## config.mk

```make
export PLATFORM = sky130hd
export DESIGN_NAME = pipe_stage_buf_flat
export DESIGN_NICKNAME = d
export VERILOG_FILES = /design/src/rtl/npc_pkg.sv /design/src/rtl/pipe_stage_buf_if.sv /design/src/rtl/ring_ptr.sv /design/src/rtl/pipe_stage_buf.sv /design/src/flat_wrapper.sv
export SDC_FILE = /design/constraint.sdc
export NUM_CORES = 1
export LEC_CHECK = 0
export ABC_AREA = 1
export CORE_ASPECT_RATIO = 2
export CORE_UTILIZATION = 48
export DETAILED_ROUTE_END_ITERATION = 7
export PLACE_DENSITY = 0.79
export SYNTH_ARGS = -nofsm -noshare
export SYNTH_HDL_FRONTEND = slang
export SYNTH_SLANG_ARGS = --single-unit
```

## constraint.sdc

```tcl
create_clock -name clk -period 3.33 [get_ports clk]
set_clock_uncertainty 0.1 [all_clocks]
set_input_delay 0.333 -clock clk [delete_from_list [all_inputs] [get_ports clk]]
set_output_delay 0.333 -clock clk [all_outputs]
set_load 0.02 [all_outputs]
```

## src/rtl/npc_pkg.sv

```systemverilog
// npc_pkg: shared pipeline constants, including the default payload widths of the D/X/M/W stage buses
package npc_pkg;
   localparam int D_WIDTH = 32;
   localparam int X_WIDTH = 32;
   localparam int M_WIDTH = 32;
   localparam int W_WIDTH = 32;
   typedef enum logic [1:0] {STG_D, STG_X, STG_M, STG_W} stage_e;
   function automatic int stage_width(stage_e s);
      return s == STG_D ? D_WIDTH : s == STG_X ? X_WIDTH : s == STG_M ? M_WIDTH : W_WIDTH;
   endfunction
endpackage

```

## src/rtl/pipe_stage_buf_if.sv

```systemverilog
// pipe_stage_buf_if: valid/ready upstream and downstream buses plus flush and occupancy of a stage buffer
interface pipe_stage_buf_if import npc_pkg::*; #(
   parameter int WIDTH = X_WIDTH,
   parameter int DEPTH = 2
);
   localparam int CW = $clog2(DEPTH + 1);
   logic             flush;
   logic             s_valid;
   logic             s_ready;
   logic [WIDTH-1:0] s_data;
   logic             m_valid;
   logic             m_ready;
   logic [WIDTH-1:0] m_data;
   logic [CW-1:0]    count;
   modport master (output flush, s_valid, s_data, m_ready, input s_ready, m_valid, m_data, count);
   modport slave (input flush, s_valid, s_data, m_ready, output s_ready, m_valid, m_data, count);
endinterface

```

## src/rtl/ring_ptr.sv

```systemverilog
// ring_ptr: circular index that wraps from DEPTH-1 back to 0, clearable by a redirect
module ring_ptr #(
   parameter int DEPTH = 2,
   parameter int PW = DEPTH > 1 ? $clog2(DEPTH) : 1
) (
   input  logic          clk,
   input  logic          rst,
   input  logic          clr,
   input  logic          inc,
   output logic [PW-1:0] ptr
);
   logic [PW-1:0] ptr_q, ptr_d;
   // next index: clear wins, otherwise advance with wrap
   always_comb ptr_d = clr ? '0 : !inc ? ptr_q : ptr_q == PW'(DEPTH - 1) ? '0 : ptr_q + 1'b1;
   // index register
   always_ff @(posedge clk) ptr_q <= rst ? '0 : ptr_d;
   assign ptr = ptr_q;
endmodule

```

## src/rtl/pipe_stage_buf.sv

```systemverilog
// pipe_stage_buf: circular FIFO skid buffer between pipeline stages with flush and optional empty bypass
module pipe_stage_buf import npc_pkg::*; #(
   parameter int WIDTH = X_WIDTH,
   parameter int DEPTH = 2,
   parameter int BYPASS = 0
) (
   input logic              clk,
   input logic              rst,
   pipe_stage_buf_if.slave  bus
);
   localparam int CW = $clog2(DEPTH + 1);
   localparam int PW = DEPTH > 1 ? $clog2(DEPTH) : 1;
   localparam bit BP = BYPASS != 0;
   logic [WIDTH-1:0] mem_q [DEPTH];
   logic [CW-1:0]    count_q, count_d;
   logic [PW-1:0]    wr_ptr, rd_ptr;
   logic             empty, pass, push, pop, store, deq;
   // handshake decode; s_ready looks only at registered occupancy, never at m_ready
   always_comb begin
      empty = count_q == '0;
      pass = BP && empty;
      bus.s_ready = ~rst & ~bus.flush & (count_q < CW'(DEPTH));
      bus.m_valid = ~bus.flush & (pass ? bus.s_valid : ~empty);
      bus.m_data = pass ? bus.s_data : mem_q[rd_ptr];
      bus.count = count_q;
      push = bus.s_valid & bus.s_ready;
      pop = bus.m_valid & bus.m_ready;
      store = push & ~(pass & bus.m_ready);
      deq = pop & ~empty;
      count_d = bus.flush ? '0 : count_q + CW'(store) - CW'(deq);
   end
   // occupancy register
   always_ff @(posedge clk) count_q <= rst ? '0 : count_d;
   // payload storage, intentionally not reset
   always_ff @(posedge clk) if (store) mem_q[wr_ptr] <= bus.s_data;
   ring_ptr #(.DEPTH(DEPTH), .PW(PW)) u_wr (.clk(clk), .rst(rst), .clr(bus.flush), .inc(store), .ptr(wr_ptr));
   ring_ptr #(.DEPTH(DEPTH), .PW(PW)) u_rd (.clk(clk), .rst(rst), .clr(bus.flush), .inc(deq), .ptr(rd_ptr));
endmodule

```

## src/flat_wrapper.sv

```systemverilog
// flat-port wrapper written by rule: the top's interface ports become plain ports
module pipe_stage_buf_flat import npc_pkg::*;
#(
   parameter int WIDTH = X_WIDTH,
   parameter int DEPTH = 2,
   parameter int BYPASS = 0
)
  (clk, rst, bus_flush, bus_s_valid, bus_s_data, bus_m_ready, bus_s_ready, bus_m_valid, bus_m_data, bus_count);
  pipe_stage_buf_if #(.WIDTH(WIDTH), .DEPTH(DEPTH)) bus_i ();
  input logic clk;
  input logic rst;
  input wire logic [$bits(bus_i.flush)-1:0] bus_flush;
  input wire logic [$bits(bus_i.s_valid)-1:0] bus_s_valid;
  input wire logic [$bits(bus_i.s_data)-1:0] bus_s_data;
  input wire logic [$bits(bus_i.m_ready)-1:0] bus_m_ready;
  output wire logic [$bits(bus_i.s_ready)-1:0] bus_s_ready;
  output wire logic [$bits(bus_i.m_valid)-1:0] bus_m_valid;
  output wire logic [$bits(bus_i.m_data)-1:0] bus_m_data;
  output wire logic [$bits(bus_i.count)-1:0] bus_count;
  assign bus_i.flush = bus_flush;
  assign bus_i.s_valid = bus_s_valid;
  assign bus_i.s_data = bus_s_data;
  assign bus_i.m_ready = bus_m_ready;
  assign bus_s_ready = bus_i.s_ready;
  assign bus_m_valid = bus_i.m_valid;
  assign bus_m_data = bus_i.m_data;
  assign bus_count = bus_i.count;
  pipe_stage_buf #(.WIDTH(WIDTH), .DEPTH(DEPTH), .BYPASS(BYPASS)) u_core (.clk(clk), .rst(rst), .bus(bus_i));
endmodule
```

==> impl_metrics.toml <==
[status]
status = "finished clean"

[clock_network]
clock_sinks = 69
cts_tree = "done"
cts.path.max_buffers = 2
clock_latency_ns = 0.32
htree_levels = 3
numCtsBuffers = 9
postCtsSetupRepairBufs = 0
cts_root_buf = "clkbuf_8"
cts.repair.resized = 0
clk_pin_slew_ns = 0.06
holdBufCountCts = 0

[global_route]
grt_start_max_net_pins = 33
grt_usage = 0.163
grt_pass1_vias = 1487
grt_pass1_wl_mm = 7.13
antenna_found_initial = 0
grt-ovfl-total = 0

[setup_path]
setup.worst_path.class = "flip-flop to output port"
critical_path.slowest_cell = "dfxtp_2"
rr_worst_depth = 11
cp_cell_sequence = "buf_12 -> mux2_2 -> clkdlybuf4s50_1"
rrSetupSlack_ns = 1.63
critPathMaxFanout = 19
worstPathArrival_ns = 2.12
crit_path_max_incr_delay_ns = 0.64
crit_buf_inv = 2
crit_path_end = "bus_m_data[11]"
path_delay_family = "buffers and inverters"
critPathCaptureType = "output port"
cp.depth = 3
required_ns = 2.90
r2r_start = "u_core.bus.count[1]$_SDFF_PP0_"
timing.rr.end = "u_core.bus.count[1]$_SDFF_PP0_"
start_kind = "flip-flop"

[pwr]
ir_drop_uv = 394
power_frac_clock = 0.354
p_int_mw = 1.37
power.switching_mw = 0.321
power_leakage_nw = 1.35
p_sw_frac = 0.190
power_density_nw_per_um2 = 458
combinationalPowerShare = 0.074
power_frac_seq = 0.572

[floorplan]
die_area_um2 = 6040
ios = 73
dieWidth_um = 55.5
die_y_um = 109
fp-row-count = 38
start_util = 0.502
core-area_um2 = 5470

[timing]
max_slew_margin = 0.674
min_period_ns = 2.56
slew_viol_final = 0
period_share = 0.768
fmax_mhz = 391
rsz0062_at_grt = "false"
tns_ns = 0
finalWorstSetupSlack_ns = 0.772
finalSetupViolCount = 0
hold_viol_final = 0
worstMarginPinSlew_ns = 0.489

[routing]
antenna_left = 0
drc_errors = 0
firstDrtPassIters = 4
drtIter0Drc = 52
vias = 1403
wl_mm = 4.43
via_per_inst = 4.82
avgRoutedWirePerCell_um = 15.2

[placed_design]
place.port_buffers = 72
place_hpwl_mm = 3.13
place.gp.congestion = 0.709
post-place-ws_ns = 1.08

[final_layout]
fillers = 390
final_util = 0.676
num_antenna_cells = 0
layout.nets = 265
layout-area-overhead-vs-synth_pct = 34.6
drive_above_1_share = 0.221

[logic_synthesis]
synthDistinctLibCells = 14
synth-seq-cells = 69
synth-compound-area-share = 0.00365
synth-xor-area-share = 0
synthMuxAreaShare = 0.172
synth_nets = 183
synthSimpleGateAreaFrac = 0.0328
synth_top_family_by_area = "multiplexers"
syn_inst = 144
seq_area_frac_synth = 0.737
syn_area_um2 = 2740
syn_area_per_cell_um2 = 19.1
synth_fa_ha_area_frac = 0.00912
yosysWarnings = 0

[flow_run]
drv_cap = 0

[worst_hold_path]
hold_path_class = "flip-flop to flip-flop"
## power by group through the flow
stage | Clock, mW | Sequential (mW) | Combinational [mW]
floorplan | 0 | 0.985 | 0.0467
global placement | 0 | 0.984 | 0.125
detailed placement | 0 | 0.985 | 0.127
CTS | 0.617 | 0.967 | 0.128
global route | 0.650 | 0.967 | 0.134
finish | 0.598 | 0.967 | 0.126
## cell type report
cell class	count	area (um^2)	area share
Multi-Input combinational cell	57	606	0.164
Clock buffer	15	176	0.0478
Inverter	14	52.6	0.0142
Tap cell	60	75.1	0.0203
Sequential cell	69	2020	0.548
Timing Repair Buffer	75	756	0.205
Clock inverter	1	5.00	0.00136
## flip-flops by register name, summed over array words and instances, names as in the netlist, named ones only
signal,flops
u_core.bus.count,2
u_core.mem_q,64
u_core.u_rd.ptr,1
u_core.u_wr.ptr,1
## per-stage QoR
step	total power, mW	hold slack (ns)	instance area [um^2]	instances
floorplan	1.03	0.332	2740	144
global placement	1.11	0.421	3510	275
detailed placement	1.11	0.437	3510	275
CTS	1.71	0.446	3690	291
global route	1.75	0.468	3690	291
finish	1.69	0.440	3690	291
## layer usage
metal / share of wire / global-route usage / up-vias / routed length (um)
met1: 0.36 / 0.171 / 652 / 1610
met2: 0.57 / 0.287 / 53 / 2510
met4: 0.018 / 0.0911 / 0 / 81
met3: 0.052 / 0.0510 / 7 / 232
li1: - / - / 691 / -
met5: 0 / 0 / - / 0
## worst register-to-register path: stages (launching register included)
cell and delay, ns:
dfxtp_1 0.32, inv_1 0.14, nand2_1 0.09, nand3_1 0.09, inv_1 0.06, ha_1 0.27
inv_1 0.04, ha_1 0.18, inv_1 0.05, nand2_1 0.05, a21oi_1 0.14, nor2_1 0.06
## cells in the final DEF, fill, tap and decap left out
cell | synthesis | final
buf_4 | 0 | 2
buf_12 | 3 | 1
dfxtp_1 | 5 | 4
nand4_1 | 2 | 2
nand3_1 | 3 | 3
edfxtp_1 | 64 | 64
clkdlybuf4s50_1 | 0 | 72
nor2_2 | 1 | 1
mux2_2 | 2 | 2
clkbuf_1 | 0 | 3
nand2_1 | 8 | 8
ha_1 | 2 | 2
nor2_4 | 0 | 1
dfxtp_2 | 0 | 1
mux2_4 | 30 | 30
clkinv_2 | 0 | 1
nor2_1 | 7 | 6
clkbuf_8 | 0 | 12
inv_1 | 14 | 14
a21oi_1 | 2 | 2
## cells in the mapped netlist
cell      count  share of area
buf_6         1         0.0041
inv_1        14          0.019
nand3_1       3         0.0055
buf_12        3          0.022
ha_1          2         0.0091
nor2_1        7         0.0096
nand4_1       2         0.0046
nor2_2        1         0.0023
edfxtp_1     64           0.70
mux2_4       30           0.16
a21oi_1       2         0.0036
dfxtp_1       5          0.036
mux2_2        2         0.0082
nand2_1       8          0.011
## how the worst min path moves through the flow
stage | startpoint | end | slack, ns | cells after the start
finish | u_core.u_rd.ptr$_SDFFE_PP0P_ | flip-flop | 0.44 | 4
global route | bus_s_data[9] | u_core.mem_q[0][9]$_DFFE_PP_ | 0.47 | 1
CTS | u_core.u_rd.ptr$_SDFFE_PP0P_ | flip-flop | 0.45 | 4
detailed placement | u_core.u_rd.ptr$_SDFFE_PP0P_ | flip-flop | 0.44 | 4
global placement | u_core.u_rd.ptr$_SDFFE_PP0P_ | flip-flop | 0.42 | 4
floorplan | bus_s_data[0] | u_core.mem_q[0][0]$_DFFE_PP_ | 0.33 | 0
## cells by family after synthesis
kind of cell | after synthesis
adder cells (fa/ha/maj) | 2
multiplexers | 32
AO/OA/AOI/OAI | 2
buffers and inverters | 18
flip-flops | 69
AND/OR/NAND/NOR | 21
Note: power is estimated with default switching activity, not from simulation.
